### src/rtl/ahb_apb_pkg.sv
// Shared constants and types for the AHB-to-APB bridge.
// Transfer/response encodings, default address map, error FSM states.
package ahb_apb_pkg;

    localparam logic [1:0] HTRANS_IDLE   = 2'b00;
    localparam logic [1:0] HTRANS_BUSY   = 2'b01;
    localparam logic [1:0] HTRANS_NONSEQ = 2'b10;
    localparam logic [1:0] HTRANS_SEQ    = 2'b11;

    localparam logic [1:0] HRESP_OKAY  = 2'b00;
    localparam logic [1:0] HRESP_ERROR = 2'b01;

    localparam logic [31:0] DEF_BASE_ADDR = 32'h8000_0000;
    localparam int          DEF_SLOT_BITS = 26;
    localparam int          DEF_NUM_SLOTS = 3;

    typedef enum logic [1:0] {
        ST_IDLE = 2'b00,
        ST_ERR1 = 2'b01,
        ST_ERR2 = 2'b10
    } err_state_e;

endpackage

### src/rtl/ahb_slave_if.sv
// AHB-side front end of the AHB-to-APB bridge: address/data pipeline,
// transfer qualification, slot decode and two-cycle ERROR response.
module ahb_slave_if
    import ahb_apb_pkg::*;
#(
    parameter logic [31:0] BASE_ADDR = DEF_BASE_ADDR,
    parameter int          SLOT_BITS = DEF_SLOT_BITS,
    parameter int          NUM_SLOTS = DEF_NUM_SLOTS
) (
    input  logic                 Hclk,
    input  logic                 Hresetn,
    input  logic                 Hwrite,
    input  logic                 Hreadyin,
    input  logic [1:0]           Htrans,
    input  logic [31:0]          Haddr,
    input  logic [31:0]          Hwdata,
    input  logic [31:0]          Prdata,
    output logic [31:0]          Hrdata,
    output logic                 valid,
    output logic [31:0]          Haddr1,
    output logic [31:0]          Haddr2,
    output logic [31:0]          Hwdata1,
    output logic [31:0]          Hwdata2,
    output logic                 Hwritereg,
    output logic                 Hwritereg1,
    output logic [NUM_SLOTS-1:0] tempselx,
    output logic [1:0]           Hresp,
    output logic                 Hready_err,
    output logic [3:0]           err_cnt
);

    localparam logic [32:0] WIN = 33'(NUM_SLOTS) << SLOT_BITS;

    // 33-bit offset: addresses below the base wrap to a huge value.
    function automatic logic [NUM_SLOTS-1:0] slot_dec(input logic [32:0] off);
        logic [NUM_SLOTS-1:0] dec;
        dec = '0;
        for (int k = 0; k < NUM_SLOTS; k++) begin
            dec[k] = (off < WIN) && ((off[31:0] >> SLOT_BITS) == 32'(k));
        end
        return dec;
    endfunction

    err_state_e  r_state;
    logic [32:0] w_off;
    logic        w_in_win;
    logic        w_active;

    assign w_off    = {1'b0, Haddr} - {1'b0, BASE_ADDR};
    assign w_in_win = (w_off < WIN);
    assign w_active = Hreadyin && Htrans[1];
    assign valid    = w_active && w_in_win && (r_state == ST_IDLE);
    assign tempselx = slot_dec(w_off);
    assign Hrdata   = Prdata;

    always_ff @(posedge Hclk or negedge Hresetn) begin
        if (!Hresetn) begin
            Haddr1     <= '0;
            Haddr2     <= '0;
            Hwdata1    <= '0;
            Hwdata2    <= '0;
            Hwritereg  <= 1'b0;
            Hwritereg1 <= 1'b0;
            r_state    <= ST_IDLE;
            Hresp      <= HRESP_OKAY;
            Hready_err <= 1'b1;
            err_cnt    <= '0;
        end else begin
            Haddr1     <= Haddr;
            Haddr2     <= Haddr1;
            Hwdata1    <= Hwdata;
            Hwdata2    <= Hwdata1;
            Hwritereg  <= Hwrite;
            Hwritereg1 <= Hwritereg;
            case (r_state)
                ST_IDLE: begin
                    if (w_active && !w_in_win) begin
                        r_state    <= ST_ERR1;
                        Hresp      <= HRESP_ERROR;
                        Hready_err <= 1'b0;
                        if (err_cnt != 4'hF) err_cnt <= err_cnt + 4'd1;
                    end
                end
                ST_ERR1: begin
                    r_state    <= ST_ERR2;
                    Hresp      <= HRESP_ERROR;
                    Hready_err <= 1'b1;
                end
                ST_ERR2: begin
                    r_state    <= ST_IDLE;
                    Hresp      <= HRESP_OKAY;
                    Hready_err <= 1'b1;
                end
                default: begin
                    r_state    <= ST_IDLE;
                    Hresp      <= HRESP_OKAY;
                    Hready_err <= 1'b1;
                end
            endcase
        end
    end

endmodule

### config.mk
export PLATFORM = sky130hd
export DESIGN_NAME = ahb_slave_if
export DESIGN_NICKNAME = d
export VERILOG_FILES = /design/src/rtl/ahb_apb_pkg.sv /design/src/rtl/ahb_slave_if.sv
export SDC_FILE = /design/constraint.sdc
export NUM_CORES = 1
export LEC_CHECK = 0
export ABC_AREA = 1
export CORE_MARGIN = 2
export CORE_UTILIZATION = 31
export DETAILED_ROUTE_END_ITERATION = 16
export PLACE_DENSITY_LB_ADDON = 0.2
export RECOVER_POWER = 50
export SYNTH_ARGS = -nofsm -noshare
export SYNTH_HDL_FRONTEND = slang
export SYNTH_SLANG_ARGS = --single-unit
export TNS_END_PERCENT = 30
### constraint.sdc
create_clock -name Hclk -period 1 [get_ports Hclk]
set_input_delay 0.25 -clock Hclk [delete_from_list [all_inputs] [get_ports Hclk]]
set_output_delay 0.25 -clock Hclk [all_outputs]
set_load 0.05 [all_outputs]
==> results_dict.tcl <==
set metrics [dict create \
    status "complete, but fails checks" \
    violations "setup timing" \
    p_clk_share_pct 38.8 \
    cp_num_cells 4 \
    grt_pass1_wl_um 16010 \
    power_density_mw_per_mm2 1940 \
    crit_type "flip-flop to primary output" \
    clock_tree.htree_level_count 4 \
    grt_max_degree 50 \
    rows 41 \
    setup_viol 194 \
    multi_input_area_um2 310.3 \
    root_buffer "clkbuf_16" \
    power.leakage_uw 0.003903 \
    io_buffers 208 \
    n_fill_cell 832 \
    cp.required_ns 0.75 \
    yosysTopAreaCellShare_pct 86.33 \
    worst_pin_slew_ns 0.5625 \
    vias_per_cell 4.014 \
    startpoint "r_state[0]" \
    die_x_um 117.2 \
    synth_most_common_cell "dfrtp_1" \
    drc 0 \
    finClkSkew_ns 0.01002 \
    synth_top_area_cell "dfrtp_1" \
    worstSkewPairLatency_ns 0.41 \
    cpPeakStageDelay_ns 0.40 \
    synthCells 224 \
    syn_nets 327 \
    antenna_left 0 \
    avgSynthCellArea_um2 17.73 \
    rr_worst_depth 6 \
    finalWirelength_um 10910 \
    critPathArrivalTime_ns 1.25 \
    vias 2593 \
    power_frac_seq_pct 38.2 \
    netlist_top_cells_area "dfrtp_1 86%, buf_4 6.2%, nand2_1 1.9%" \
    ys_warn_count 0 \
    grt_usage_pct 16.57 \
    dieArea_mm2 0.01373 \
    ff2ff_setup_slack_ns -0.19 \
    switchingPower_uw 4445 \
    fin_crit_sh_pct 149.5 \
    top_usage_layer "met2" \
    dp_hpwl_um 8280 \
    power_frac_comb_pct 23.1 \
    ios 275 \
    numCtsBuffers 17 \
    final_nets 564 \
    seq_area_frac_synth_pct 86.99 \
    ys.flop_type "dfrtp_1" \
    worstPathCellList "inv_2 > nand2_4 > nor3_4 > buf_12" \
    grt-ovfl-total 0 \
    clk_pin_slew_ns 0.05 \
    global_route.usage.met2_pct 27.74 \
    drive_above_1_share_pct 50.74 \
    relSlewSlack_pct 62.50 \
    totalPowerFinal_uw 16500 \
    cp_max_fo 2 \
    layout.core_utilization_pct 67.67 \
    firstDrtPassIters 4 \
    cp_top_family "flip-flops" \
    grt_pass1_vias 2735 \
    use_met3_pct 7.673 \
    core_area_mm2 0.01257 \
    timing.critical_path.to_type "primary output" \
    min_period_ns 1.495 \
    start_util_pct 31.60 \
    grtUsageMet1_pct 17.12 \
    post_drt_wl_per_cell_um 16.88 \
    area_delta_synth_final_pct 114.1 \
    synth_area_mm2 0.003971 \
    place.gp.congestion 0.8012 \
    clkSinkCount 138 \
    cts_tree "done" \
    crit_buf_inv 2 \
    hold_path.class "input port to flip-flop" \
    regToRegStartpoint "err_cnt[0]" \
    cp-start-kind "flip-flop" \
    cap_violations 0 \
    fp.dieH_um 117.2 \
    worst_path_max_delay_cell "dfrtp_1" \
    synth_edf_count 0 \
    synth.distinct_cells 18 \
    peakVddDrop_uv 1364 \
    seq_area_mm2 0.003460 \
    crit_path_end "valid" \
    drv_slew 0 \
    rsz0062_at_grt "yes" \
    yosys-top-cells-count "137 x dfrtp_1, 33 x buf_4, 20 x nand2_1" \
    hold_viol_final 0 \
    rr_endpoint "err_cnt[1]" \
    drtIter0Drc 133 \
    fin_ws_ns -0.4953 \
    fmaxAchievable_ghz 0.6688 \
    antenna_found_initial 1 \
    synthArstFlopShare_pct 100.0 \
    p_int_uw 12060 \
    synth-seq-cells 138 \
    cts_max_path_buffers 2 \
    swShare_pct 26.94 \
]
## cell families after synthesis
kind of cell / share of synthesized area, %
AOI/OAI and AO/OA: 0.1259
adders and majority gates: 0.3150
buffers and inverters: 7.184
DFF: 86.99
other: 0.09443
and+or+nand+nor: 5.293
## timing repair
action,4_1_cts,5_1_grt
hold buffers,1,0
pin swaps,9,5
endpoints found under the hold margin,137,0
buffers inserted,20,8
endpoints found under the setup margin,147,145
cloned,0,0
resized for setup,40,5
## cell usage in the layout, fill, tap and decap left out, drive strengths merged
cell type	instances
inv	10
nand2	21
nor3	3
nor2	6
a21oi	1
diode	1
buf	182
clkdlybuf4s50	2
nand4	5
conb	1
clkbuf	31
bufinv	3
dlygate4sd3	60
clkinv	3
ha	1
dfrtp	137
nand3	5
dfstp	1
clkinvlp	1
## layout make-up
| class | count | area share, % |
|---|---|---|
| Timing Repair Buffer | 251 | 45.39 |
| Sequential cell | 138 | 40.68 |
| Clock buffer | 24 | 5.900 |
| Multi-Input combinational cell | 43 | 3.649 |
| Tap cell | 172 | 2.531 |
| Clock inverter | 7 | 1.324 |
| Inverter | 10 | 0.5002 |
| Antenna cell | 1 | 0.02942 |
## per-layer routing
layer	wire, um	vias to the layer above
li1	-	1147
met1	3603	1265
met2	5733	152
met3	1270	29
met4	299	0
met5	0	-
## per-stage QoR
stage / setup slack, ns / hold slack (ns) / setup TNS (ns) / cell area [um^2] / std cells
after floorplan: -0.2531 / -0.04559 / -1.559 / 4038 / 224
after global placement: -0.6946 / 0.1066 / -6.189 / 7632 / 585
after detailed placement: -0.7152 / 0.1053 / -6.588 / 7632 / 585
after CTS: -0.5242 / 0.02652 / -34.94 / 8451 / 637
after global routing: -0.5823 / 0.05425 / -48.13 / 8502 / 645
final: -0.4953 / 0.05454 / -32.32 / 8504 / 646
## sequential cells by signal, indices dropped and copies added (netlist names)
register    flops
Haddr1         32
Haddr2         32
Hready_err      1
Hresp           1
Hwdata1        32
Hwdata2        32
Hwritereg       1
Hwritereg1      1
err_cnt         4
r_state         2
## worst min-delay path by stage
stage                         start           to  slack (ns)  depth (start not counted)
final                     Haddr[27]   Haddr1[27]        0.05                          1
after global routing      Haddr[29]   Haddr1[29]        0.05                          2
after CTS                 Haddr[28]   Haddr1[28]        0.03                          2
after detailed placement    Hresetn   Haddr2[17]        0.11                          1
after global placement      Hresetn  Hwdata1[12]        0.11                          1
after floorplan             Hresetn    Haddr1[0]       -0.05                          0
## power groups by stage
stage | combinational, uW | sequential (uW) | clock [uW]
final | 3810 | 6300 | 6390
after global routing | 3960 | 6340 | 6830
after CTS | 3860 | 6300 | 6540
after detailed placement | 3580 | 6420 | 0
after global placement | 3540 | 6390 | 0
after floorplan | 571 | 7480 | 0
No activity file was read; power rests on OpenSTA's default activity.
